## config.mk

```make
export PLATFORM = sky130hd
export DESIGN_NAME = count_wrap_tracker
export DESIGN_NICKNAME = d
export VERILOG_FILES = /design/src/rtl/count_wrap_tracker.sv
export SDC_FILE = /design/constraint.sdc
export NUM_CORES = 1
export LEC_CHECK = 0
export ABC_AREA = 1
export BUFFER_PORTS_ARGS = -buffer_cell sky130_fd_sc_hd__buf_2
export CORE_MARGIN = 5
export CORE_UTILIZATION = 47
export DETAILED_ROUTE_END_ITERATION = 16
export PLACE_DENSITY = 0.75
export SETUP_SLACK_MARGIN = 0.15
export SLEW_MARGIN = 20
export SYNTH_ARGS = -nofsm -noshare
export SYNTH_HDL_FRONTEND = slang
export SYNTH_SLANG_ARGS = --single-unit
```

## constraint.sdc

```tcl
create_clock -name clk -period 2.85 [get_ports clk]
set_clock_uncertainty 0.05 [all_clocks]
set_input_delay 0.4275 -clock clk [delete_from_list [all_inputs] [get_ports clk]]
set_output_delay 0.4275 -clock clk [all_outputs]
set_load 0.02 [all_outputs]
```

## src/rtl/count_wrap_tracker.sv

```systemverilog
// count_wrap_tracker: extends a 4-bit up/down counter with a high-order wrap counter and
// flags illegal or misdirected steps. Define COUNT_WRAP_TRACKER_STALL_EN for stall detection.
module count_wrap_tracker #(
  parameter int HI_WIDTH    = 8,
  parameter int STALL_LIMIT = 16
) (
  input  logic                clk,
  input  logic                reset,
  input  logic                updown,
  input  logic [3:0]          count_in,
  output logic                carry_out,
  output logic                borrow_out,
  output logic                step_err,
  output logic                dir_err,
  output logic [HI_WIDTH-1:0] hi_count,
  output logic [HI_WIDTH+3:0] full_count,
  output logic                valid,
  output logic                stalled
);

`ifdef COUNT_WRAP_TRACKER_STALL_EN
  typedef enum logic [1:0] {INIT, TRACK, STALL} state_t;
`else
  typedef enum logic [0:0] {INIT, TRACK} state_t;
`endif

  state_t state_q, state_d;

  logic [3:0]          prev_q;
  logic                dir_q;
  logic [HI_WIDTH-1:0] hi_q, hi_d;
  logic                carry_q, carry_d;
  logic                borrow_q, borrow_d;
  logic                step_err_q, step_err_d;
  logic                dir_err_q, dir_err_d;
  logic                valid_q;
  logic                stalled_q, stalled_d;

  // Modular difference between the new sample and the previous one classifies the step.
  logic [3:0] delta;
  logic       is_same, is_up, is_down, tracking;

  assign delta    = count_in - prev_q;
  assign is_same  = (delta == 4'd0);
  assign is_up    = (delta == 4'd1);
  assign is_down  = (delta == 4'd15);
  assign tracking = (state_q != INIT);

`ifdef COUNT_WRAP_TRACKER_STALL_EN
  localparam logic [7:0] RUN_TARGET = 8'(STALL_LIMIT - 1);

  logic [7:0] run_q, run_d, run_inc;
  logic       stall_hit;

  assign run_inc   = (run_q == 8'hFF) ? 8'hFF : run_q + 8'd1;
  assign stall_hit = is_same && (run_inc >= RUN_TARGET);

  always_comb begin
    run_d = 8'd0;
    if (tracking && is_same) begin
      run_d = run_inc;
    end
  end

  always_ff @(posedge clk or negedge reset) begin
    if (!reset) begin
      run_q <= 8'd0;
    end else begin
      run_q <= run_d;
    end
  end
`endif

  always_ff @(posedge clk or negedge reset) begin
    if (!reset) begin
      state_q <= INIT;
    end else begin
      state_q <= state_d;
    end
  end

  always_comb begin
    state_d = state_q;
    case (state_q)
      INIT:    state_d = TRACK;
`ifdef COUNT_WRAP_TRACKER_STALL_EN
      TRACK:   state_d = stall_hit ? STALL : TRACK;
      STALL:   state_d = is_same ? STALL : TRACK;
`else
      TRACK:   state_d = TRACK;
`endif
      default: state_d = INIT;
    endcase
  end

  // Wrap steps are still direction-checked, so a carry can coincide with dir_err.
  always_comb begin
    carry_d    = 1'b0;
    borrow_d   = 1'b0;
    step_err_d = 1'b0;
    dir_err_d  = 1'b0;
    hi_d       = hi_q;
    if (tracking) begin
      if (is_up) begin
        dir_err_d = !dir_q;
        if (prev_q == 4'hF) begin
          carry_d = 1'b1;
          hi_d    = hi_q + HI_WIDTH'(1);
        end
      end else if (is_down) begin
        dir_err_d = dir_q;
        if (prev_q == 4'h0) begin
          borrow_d = 1'b1;
          hi_d     = hi_q - HI_WIDTH'(1);
        end
      end else if (!is_same) begin
        step_err_d = 1'b1;
      end
    end
  end

`ifdef COUNT_WRAP_TRACKER_STALL_EN
  assign stalled_d = (state_d == STALL);
`else
  assign stalled_d = 1'b0;
`endif

  always_ff @(posedge clk or negedge reset) begin
    if (!reset) begin
      prev_q     <= 4'h0;
      dir_q      <= 1'b0;
      hi_q       <= '0;
      carry_q    <= 1'b0;
      borrow_q   <= 1'b0;
      step_err_q <= 1'b0;
      dir_err_q  <= 1'b0;
      valid_q    <= 1'b0;
      stalled_q  <= 1'b0;
    end else begin
      prev_q     <= count_in;
      dir_q      <= updown;
      hi_q       <= hi_d;
      carry_q    <= carry_d;
      borrow_q   <= borrow_d;
      step_err_q <= step_err_d;
      dir_err_q  <= dir_err_d;
      valid_q    <= 1'b1;
      stalled_q  <= stalled_d;
    end
  end

  assign carry_out  = carry_q;
  assign borrow_out = borrow_q;
  assign step_err   = step_err_q;
  assign dir_err    = dir_err_q;
  assign hi_count   = hi_q;
  assign full_count = {hi_q, prev_q};
  assign valid      = valid_q;
  assign stalled    = stalled_q;

endmodule

```

# ---- Word-level counts from Yosys, hierarchy flattened
# Cells that the tools add are included.
dict set report op_classes {
  n_reduce_logical 6
  add_sub_neg 3
  muxes 18
  n_eq_ne 4
}
# op n
set op_table {}
lappend op_table {{$mux W8} 4}
lappend op_table {{$mux W1} 14}
lappend op_table {{$add A8 B1 Y8 const B} 1}
lappend op_table {{$eq A4 B4 Y1 const B} 2}
lappend op_table {{$logic_not A4 Y1} 2}
lappend op_table {{$sub A8 B1 Y8 const B} 1}
lappend op_table {{$eq A4 B1 Y1 const B} 1}
lappend op_table {{$reduce_and A4 Y1} 1}
lappend op_table {{$reduce_bool A2 Y1} 2}
lappend op_table {{$sub A4 B4 Y4} 1}
lappend op_table {{$ne A2 B1 Y1 const B} 1}
lappend op_table {{$logic_not A1 Y1} 1}
dict set report word_totals {
  wordCells 39
  reg_bits 18
  output_inout_bits 26
}

# ---- Logic depth before layout (Yosys ltp)
# Gate-level depths: netlist of run 1.
dict set report logic_depth {
  ltp_word 6
  mapped_depth 18
  mapped_depth_nobuf 18
}

# ---- Least setup slack after synthesis of run 1
# Ideal clock, no wire load.
dict set report synth_path {
  kind {flip-flop to flip-flop}
  startpoint {register prev_q[0]}
  endpoint {register hi_q[5], in the netlist hi_count[5]}
  synth_period_minus_slack_ns 2.906
  required_ns 2.679
  t_arrival_ns 2.734
  stages_incl_launch_ff 12
  path_slack_ns -0.056
  setup_time_ns 0.121
  path_cell_list {dfrtp_1 > ha_1 > inv_2 > fa_1 > nor2_1 > nand3_4 > ha_1 > a21oi_1 > nand2_1 > a21boi_0 > xor2_1 > o21ai_2}
}
dict set report synth_via {
  elab_chain_len 4
}
# element line
set synth_rtl {}
lappend synth_rtl {{from (decl)} 29} ;# logic [3:0] prev_q;
lappend synth_rtl {{from (signal assigned)} 140} ;# prev_q <= count_in;
lappend synth_rtl {{$sub A4 B4 Y4} 43} ;# assign delta = count_in - prev_q;
lappend synth_rtl {{$eq A4 B1 Y1 or $eq A4 B4 Y1 (tied branches)} {45, 46}}
lappend synth_rtl {{$ne A2 B1 Y1 (no line) or $reduce_bool A2 Y1 (tied branches)} --}
lappend synth_rtl {{$reduce_and A4 Y1 (no line)} --}
lappend synth_rtl {{to (signal assigned)} 142} ;# hi_q <= hi_d;
lappend synth_rtl {{to (decl)} 31} ;# logic [HI_WIDTH-1:0] hi_q, hi_d;
# Several ways; a longest one is shown, not always the timed one.
# A chain may end at the register's enable or synchronous reset.

# ---- Worst setup path in the final report of run 1
# Same ends and word-level chain as after synthesis.

==> flow_metrics.tcl, run 1 <==
set metrics [dict create \
    outcome "complete, no violations" \
    io_buffers 31 \
    routed_wl_um 2680 \
    slowest_stage "fa_2" \
    cts_made_buffers 3 \
    irDropWorstVdd_mv 0.521 \
    drive_gt1_frac 0.506 \
    r2r_cells 11 \
    synth.cell_area_um2 1250 \
    dp_slack_ns -0.0592 \
    netlist.area_leader.share 0.361 \
    clockBufferDepth 2 \
    grt_pass1_wl_um 4080 \
    finalNetCount 193 \
    synth_top_family_by_area "simple AND/OR/NAND/NOR gates" \
    io_pins 33 \
    finalHoldViolations 0 \
    worst_slack_ns 0.272 \
    ant_nets 0 \
    worstSkewPairLatency_ns 0.29 \
    synthMuxAreaShare 0 \
    synth.most_common_cell "nand2_1" \
    rows 18 \
    initial_core_util 0.498 \
    synthTopCellsByCount "27 x nand2_1, 18 x dfrtp_1, 12 x inv_1" \
    tns_ns 0 \
    antenna_cells 0 \
    min_from "updown" \
    seq_area_um2 452 \
    fillerInstances 214 \
    r2r_end "hi_count[5]" \
    design.core.area_um2 2500 \
    wire_per_inst_um 13.1 \
    cp-end-kind "flop" \
    dieArea_um2 3780 \
    post-dp-hpwl_um 2030 \
    antenna_found_initial 0 \
    synth_edf_count 0 \
    ys_ff_latch 18 \
    timing.rr.start "prev_q[0]" \
    drc 0 \
    multi_input_area_um2 758 \
    syn_to_final_growth_pct 27.1 \
    grt_pass1_vias 996 \
    slowest_delay_ns 0.46 \
    syn_nets 156 \
    synth_simple_gate_area_frac 0.254 \
    first_pass_iters 4 \
    ys_seq_area_frac 0.361 \
    maxCapViolations 0 \
    synth_fa_ha_area_frac 0.122 \
    hold_path_depth 1 \
    setup_viol_count_final 0 \
    synthArstFlopShare 1.00 \
    synth_top_area_cell "dfrtp_1" \
    num_vias 1025 \
    grt_max_degree 19 \
    viasPerCell 5.02 \
    grt-ovfl-total 0 \
    power_density_nw_per_um2 838 \
    clk_pin_slew_ns 0.11 \
    drv_slew 0 \
    period_needed_ns 2.58 \
    ys_types 29 \
    synth_xor_xnor_area_share 0.0552 \
    clock-root-buffer "clkbuf_4" \
    ys_top_cells_by_area "dfrtp_1 36%, ha_1 9.0%, nand2_1 8.1%" \
    synthCells 138 \
    worstSetupPathType "reg -> reg" \
    critPathMaxFanout 8 \
    required_ns 3.00 \
    ys.flop_type "dfrtp_1" \
    crit_chain "ha_2 > inv_2 > fa_2 > nor2_4 > nand3_4 > ha_4 > a21oi_2 > nand2_2 > a21boi_2 > xor2_1 > o21ai_2" \
    timing.fmax_mhz 388 \
    htreeDepth 1 \
    chipHeight_um 61.5 \
    ys_warn_count 0 \
    cts_tree "yes" \
    cts_sinks 18 \
    drtIter0Drc 25 \
    hold_path_class "in -> reg" \
    globalplace.congestion 0.763 \
    min_period_over_period 0.905 \
    synth_compound_area_frac 0.0823 \
    die_x_um 61.5 \
    cp-start-kind "flop" \
    worstPathArrival_ns 2.73 \
    p_leak_nw 0.840 \
    rsz0062_at_grt "no" \
    r2r_slack_ns 0.27 \
    grt.total_usage 0.146 \
    syn_area_per_cell_um2 9.03 \
    worstHoldEndpoint "dir_q" \
]
worst max-delay path by stage:
stage / start / to / slack (ns)
6_report: prev_q[0] / hi_count[5] / 0.27
4_1_cts: prev_q[0] / hi_count[7] / 0.17
3_5_place_dp: count_in[0] / hi_count[5] / -0.06
5_1_grt: prev_q[0] / hi_count[7] / 0.11
2_1_floorplan: count_in[0] / hi_count[5] / 0.17
3_3_place_gp: count_in[0] / hi_count[5] / 0.06
kinds of logic after synthesis:
logic type      count (synthesis)
xor+xnor                        7
other cells                     2
compound gates                 16
fa+ha+maj                      11
buf+inv                        26
flops                          18
simple gates                   58
registers in the layout, summed over array words and instances (netlist names):
name        count
hi_count        8
prev_q          4
borrow_out      1
carry_out       1
dir_err         1
dir_q           1
step_err        1
valid           1
report_power, final:
part	switching (mW)	internal, mW	total [mW]
Combinational	0.448	0.359	0.808
Clock	0.0840	0.0779	0.162
Sequential	0.0613	0.297	0.358
Total	0.594	0.734	1.33
placed cells by master, fill, tap and decap left out, types with 4 or more instances in the layout:
| master | netlist | routed |
|---|---|---|
| nand2_1 | 27 | 26 |
| buf_4 | 9 | 10 |
| nand2_2 | 10 | 11 |
| buf_2 | 0 | 31 |
| ha_4 | 0 | 5 |
| nand3_1 | 4 | 4 |
| o21ai_2 | 5 | 5 |
| dfrtp_1 | 18 | 17 |
| inv_2 | 4 | 4 |
| inv_1 | 12 | 12 |
| a21oi_2 | 0 | 4 |
metrics by stage:
step	total power, mW	hold WS, ns	cell area (um^2)	instances	utilization
after global routing	1.43	0.159	1580	204	0.634
final	1.33	0.179	1580	204	0.634
after CTS	1.22	0.000585	1460	197	0.585
after floorplan	0.910	0.0819	1280	138	-
after global placement	1.01	0.326	1410	193	0.566
after detailed placement	1.04	0.338	1410	193	0.566
area by class of cell:
type,instances,share of cell area
clock buffer,4,0.0229
inverter,16,0.0379
multi-input combinational,94,0.479
sequential,18,0.285
tap,30,0.0237
timing repair buffer,42,0.152
repair_timing:
item | in CTS | in global routing
hold buffers | 0 | 1
setup endpoints to repair | 2 | 4
gates resized for setup | 2 | 14
buffers inserted | 0 | 6
hold endpoints to repair | 0 | 1
cloned | 0 | 0
pin swaps | 0 | 8
critical path, delay by kind of cell, from the launching register on:
kind / cells / cell delay (ns)
DFF: 1 / 0.43
buffers and inverters: 1 / 0.07
AOI/OAI and AO/OA: 3 / 0.35
and+or+nand+nor: 3 / 0.43
adders and majority gates: 3 / 0.96
xor gates and xnor gates: 1 / 0.19
layer usage:
metal | global-route usage | part of all wire | vias up
met2 | 0.271 | 0.56 | 31
li1 | - | - | 508
met4 | 0.0303 | 0.0049 | 0
met1 | 0.163 | 0.37 | 484
met5 | 0 | 0 | -
met3 | 0.0461 | 0.064 | 2
No activity file was read; power rests on OpenSTA's default activity.
==> run 2: changes to the inputs <==
ABC_AREA = unset   (was 1)
CORE_UTILIZATION = 45   (was 47)
PLACE_DENSITY = 0.74   (was 0.75)
==> flow_metrics.tcl, run 2 <==
set metrics [dict create \
    outcome "finished, violations left" \
    violations "hold timing" \
    ys_ff_latch 18 \
    cts_sinks 18 \
    tightest_slew_ns 0.512 \
    rows 17 \
    viasPerCell 5.05 \
    ys_seq_area_frac 0.414 \
    largest_reg_flops 8 \
    r2r_cells 13 \
    drc 0 \
    period_needed_ns 2.82 \
    worst_slack_ns 0.0258 \
    drv_slew 0 \
    wire_per_inst_um 13.5 \
    syn_area_per_cell_um2 10.8 \
    ys_types 28 \
    timing.fmax_mhz 354 \
    slowest_delay_ns 0.44 \
    first_pass_iters 4 \
    ys.flop_type "dfrtp_1" \
    layout_common_cells "31 x buf_2, 17 x dfrtp_1, 11 x buf_4" \
    drtIter0Drc 8 \
    cts_made_buffers 3 \
    grt_max_degree 19 \
    io_buffers 31 \
    synth_top_area_cell "dfrtp_1" \
    grt_pass1_wl_um 4080 \
    dp_slack_ns -0.237 \
    power_density_nw_per_um2 906 \
    cp-start-kind "flop" \
    fillerInstances 179 \
    timing.rr.start "prev_q[0]" \
    p_leak_nw 0.747 \
    syn_nets 119 \
    grt.total_usage 0.156 \
    finalNetCount 158 \
    crit_path_frequent_cell "fa_2" \
    ant_nets 0 \
    irDropWorstVdd_mv 0.553 \
    worstSetupPathType "reg -> reg" \
    ys_top_cells_by_area "dfrtp_1 41%, ha_1 10%, buf_4 6.2%" \
    die_x_um 59.2 \
    syn_to_final_growth_pct 36.4 \
    hold_slack_ns -0.000890 \
    layout_commonest_cell "buf_2" \
    r2r_end "hi_count[6]" \
    synth_edf_count 0 \
    design.core.area_um2 2250 \
    cp-end-kind "flop" \
    p_int_mw 0.778 \
    clock-root-buffer "clkbuf_4" \
    slowest_stage "dfrtp_2" \
    p_sw_mw 0.566 \
    combPwrFrac 0.615 \
    grt-ovfl-total 0 \
    num_vias 843 \
    placed_cells 160 \
    p_sw_frac 0.421 \
    drive_gt1_frac 0.576 \
    ys_warn_count 0 \
    chipHeight_um 59.2 \
    dieArea_um2 3500 \
    routed_wl_um 2260 \
    clkPwrFrac 0.116 \
    min_period_over_period 0.991 \
    io_pins 33 \
    setup_viol_count_final 0 \
    grt_pass1_vias 879 \
    critPathTopFamily "adder cells" \
    worstPathArrival_ns 2.96 \
    antenna_found_initial 0 \
    slew-limit-headroom 0.655 \
    hold_path_class "in -> async" \
    netlist.area_leader.share 0.414 \
    synthArstFlopShare 1.00 \
    synth.most_common_cell "dfrtp_1" \
    post-dp-hpwl_um 1760 \
    worstSkewPairLatency_ns 0.29 \
    required_ns 2.98 \
    path_buf_inv 2 \
    p_seq_frac 0.269 \
    synthTopCellsByCount "18 x dfrtp_1, 9 x buf_4, 9 x ha_1" \
    crit_chain "ha_4 > inv_2 > fa_2 > nor2_1 > nand2_1 > nor3_4 > inv_4 > fa_2 > a21oi_2 > o21ai_1 > a21oi_1 > xnor2_1 > mux2_4" \
    globalplace.congestion 0.794 \
    critPathMaxFanout 7 \
    rsz0062_at_grt "yes" \
    cts_tree "yes" \
    clk_pin_slew_ns 0.10 \
    stdcell_count 167 \
    synthCells 101 \
    initial_core_util 0.482 \
    maxCapViolations 0 \
    antenna_cells 0 \
    clockBufferDepth 2 \
    htreeDepth 1 \
    finalHoldViolations 3 \
    synth.cell_area_um2 1090 \
    r2r_slack_ns 0.03 \
]
-- run 2: changes by cell type after synthesis, moves of 2 or more --
cell     delta
nand4_1     -3
inv_2       -4
xnor2_1     +3
nand2_1    -21
o21ai_2     -5
inv_1       -6
mux2_1      +2
nand3_1     -2
nand2_4     -2
xor2_1      +2
mux2_2      +4
nand2_2    -10
and3_1      +2
-- run 2: cell type report --
| cell class | instances | area [um^2] | area share |
|---|---|---|---|
| well taps | 28 | 35.0 | 0.0236 |
| multi-input cells | 68 | 686 | 0.462 |
| clock buffers | 4 | 36.3 | 0.0245 |
| repair buffers | 43 | 249 | 0.168 |
| inverters | 6 | 25.0 | 0.0169 |
| flip-flops and latches | 18 | 452 | 0.305 |
-- run 2: worst reg2reg max path: cells and delay by family, from the launching register on --
family,cells,cell delay (ns)
adders and majority gates,3,0.96
DFF,1,0.44
AOI/OAI and AO/OA,3,0.40
and+or+nand+nor,3,0.34
muxes,1,0.25
buffers and inverters,2,0.16
xor gates and xnor gates,1,0.10
-- run 2: cell families after synthesis --
logic type | count (synthesis) | share of synthesized area
simple gates | 23 | 0.127
flops | 18 | 0.414
buf+inv | 15 | 0.0828
compound gates | 14 | 0.0690
fa+ha+maj | 11 | 0.140
xor+xnor | 11 | 0.0886
mux | 7 | 0.0713
other cells | 2 | 0.00691
-- run 2: routing by layer --
layer | part of all wire | global-route usage
met1 | 0.38 | 0.188
met2 | 0.55 | 0.274
met3 | 0.064 | 0.0305
met4 | 0.0088 | 0.0583
met5 | 0 | 0
-- run 2: worst max path at each step --
stage / to / depth (start not counted) / startpoint / slack (ns)
CTS: hi_count[6] / 13 / prev_q[0] / 0.003
detailed placement: hi_count[6] / 15 / count_in[0] / -0.24
floorplan: hi_count[6] / 13 / prev_q[0] / -0.11
global placement: hi_count[6] / 15 / count_in[0] / -0.16
finish: hi_count[6] / 13 / prev_q[0] / 0.03
global route: hi_count[6] / 13 / prev_q[0] / -0.09
-- run 2: through the flow --
step | cell area [um^2] | hold WS, ns | setup TNS, ns | utilization | power, mW
finish | 1480 | -0.000890 | 0 | 0.658 | 1.34
global route | 1480 | 0.0132 | -0.174 | 0.658 | 1.46
CTS | 1440 | 0.00345 | 0 | 0.639 | 1.29
detailed placement | 1370 | 0.333 | -0.754 | 0.606 | 1.07
global placement | 1370 | 0.328 | -0.481 | 0.606 | 1.04
floorplan | 1180 | 0.0819 | -0.240 | - | 0.908
-- run 2: power groups by stage --
stage | Clock (mW) | Combinational, mW | Sequential [mW]
after floorplan | 0 | 0.493 | 0.416
after CTS | 0.163 | 0.765 | 0.362
after global routing | 0.180 | 0.905 | 0.374
after global placement | 0 | 0.683 | 0.360
final | 0.156 | 0.826 | 0.362
after detailed placement | 0 | 0.707 | 0.366
-- run 2: what timing repair did --
| action | CTS | global route |
|---|---|---|
| endpoints found under the setup margin | 5 | 7 |
| pin swaps | 5 | 5 |
| hold buffers | 0 | 0 |
| setup buffers | 2 | 1 |
| resized for setup | 6 | 7 |
==> run 3: changes to the inputs <==
--- a/config.mk
+++ b/config.mk
@@ -11,5 +11,5 @@
 export DETAILED_ROUTE_END_ITERATION = 16
 export PLACE_DENSITY = 0.74
-export SETUP_SLACK_MARGIN = 0.15
+export SKIP_LAST_GASP = 1
 export SLEW_MARGIN = 20
 export SYNTH_ARGS = -nofsm -noshare
==> constraint.sdc (replaced) <==
create_clock -name clk -period 2.85 [get_ports clk]
set_clock_uncertainty 0.05 [all_clocks]
set_input_delay 0.285 -clock clk [delete_from_list [all_inputs] [get_ports clk]]
set_output_delay 0.285 -clock clk [all_outputs]
set_load 0.02 [all_outputs]
==> flow_metrics.tcl, run 3 (synthesized netlist as in run 2, its figures left out) <==
set metrics [dict create \
    die_x_um 59.2 \
    clockBufferDepth 2 \
    tns_ns -0.00541 \
    initial_core_util 0.482 \
    antenna_found_initial 0 \
    finalNetCount 157 \
    routed_wl_um 2220 \
    gr-usage-met1 0.143 \
    post-dp-hpwl_um 1740 \
    viasPerCell 5.00 \
    clk_pin_slew_ns 0.11 \
    chipHeight_um 59.2 \
    grt-ovfl-total 0 \
    maxCapViolations 0 \
    fillerInstances 205 \
    wire_per_inst_um 13.4 \
    r2r_end "hi_count[6]" \
    placed_cells 158 \
    irDropWorstVdd_mv 0.459 \
    grt_max_degree 19 \
    ant_nets 0 \
    r2r_cells 13 \
    power.total_mw 1.23 \
    design.core.area_um2 2250 \
    cts_tree "yes" \
    worstPathArrival_ns 2.99 \
    slew-limit-headroom 0.655 \
    largest_reg_flops 8 \
    worstSkewPairLatency_ns 0.29 \
    grt.total_usage 0.132 \
    globalplace.congestion 0.756 \
    hold_slack_ns 0.0398 \
    critPathMaxFanout 7 \
    layout_commonest_cell "buf_2" \
    timing.fmax_mhz 350 \
    clock-root-buffer "clkbuf_4" \
    io_buffers 31 \
    setup_viol_count_final 1 \
    cp-end-kind "flop" \
    num_vias 830 \
    r2r_slack_ns -0.005 \
    drive_gt1_frac 0.507 \
    grt_pass1_vias 847 \
    min_from "updown" \
    gr-usage-met3 0.0131 \
    cp-start-kind "flop" \
    period_needed_ns 2.86 \
    timing.rr.start "prev_q[0]" \
    power_density_nw_per_um2 858 \
    dp_slack_ns -0.110 \
    drc 0 \
    worstSetupPathType "reg -> reg" \
    outcome "finished, violations left" \
    rows 17 \
    cts_sinks 18 \
    multi_input_area_um2 644 \
    tightest_slew_ns 0.513 \
    min_period_over_period 1.00 \
    violations "setup timing" \
    cts_made_buffers 3 \
    layout_common_cells "31 x buf_2, 17 x dfrtp_1, 10 x buf_4" \
    design_area_um2 1430 \
    dieArea_um2 3500 \
    hold_path_class "in -> reg" \
    p_leak_nw 0.734 \
    io_pins 33 \
    finalHoldViolations 0 \
    grt_busiest_layer "met2" \
    use_met2 0.244 \
    drtIter0Drc 9 \
    antenna_cells 0 \
    stdcell_count 166 \
    rsz0062_at_grt "yes" \
    utilization 0.635 \
    place_area_um2 1340 \
    first_pass_iters 2 \
    syn_to_final_growth_pct 31.8 \
    htreeDepth 1 \
    hold_path_depth 1 \
    worstHoldEndpoint "dir_q" \
    drv_slew 0 \
    seq_area_um2 452 \
    worst_slack_ns -0.00541 \
    grt_pass1_wl_um 3480 \
    required_ns 2.99 \
]
[run 3: area by class of cell]
| class | count | share of cell area |
|---|---|---|
| inverter | 6 | 0.0175 |
| sequential | 18 | 0.315 |
| timing repair buffer | 42 | 0.168 |
| tap | 28 | 0.0245 |
| multi-input combinational | 68 | 0.450 |
| clock buffer | 4 | 0.0253 |
[run 3: worst max path at each step]
| stage | start | end | depth (start not counted) |
|---|---|---|---|
| after detailed placement | count_in[0] | hi_count[6] | 15 |
| after floorplan | prev_q[0] | hi_count[6] | 13 |
| final | prev_q[0] | hi_count[6] | 13 |
| after global routing | prev_q[0] | hi_count[6] | 13 |
| after CTS | prev_q[0] | hi_count[6] | 13 |
| after global placement | count_in[0] | hi_count[6] | 15 |
[run 3: critical path, cell delays in order, from the launching register on]
cell and delay [ns]:
dfrtp_2 0.44, ha_4 0.16, inv_2 0.05, fa_2 0.43, nor2_1 0.11, nand2_1 0.09, nor3_4 0.22, inv_4 0.11
fa_2 0.37, a21oi_2 0.16, o21ai_1 0.07, a21oi_1 0.15, xnor2_1 0.09, mux2_4 0.26
[run 3: power by group]
| part | leakage [nW] | internal (mW) | switching [mW] | total [mW] |
|---|---|---|---|---|
| Combinational | 0.482 | 0.334 | 0.380 | 0.715 |
| Sequential | 0.230 | 0.301 | 0.0544 | 0.355 |
| Clock | 0.0210 | 0.0778 | 0.0808 | 0.159 |
[run 3: repair_timing]
item	4_1_cts	5_1_grt
endpoints found under the setup margin	4	4
pin swaps	8	6
gates resized for setup	0	5
hold buffers	1	0
endpoints found under the hold margin	18	0
buffers inserted	2	1
[run 3: per-layer routing]
metal / share of wire / vias to the layer above
li1: - / 408
met1: 0.38 / 396
met2: 0.55 / 22
met3: 0.044 / 4
met4: 0.023 / 0
met5: 0 / -
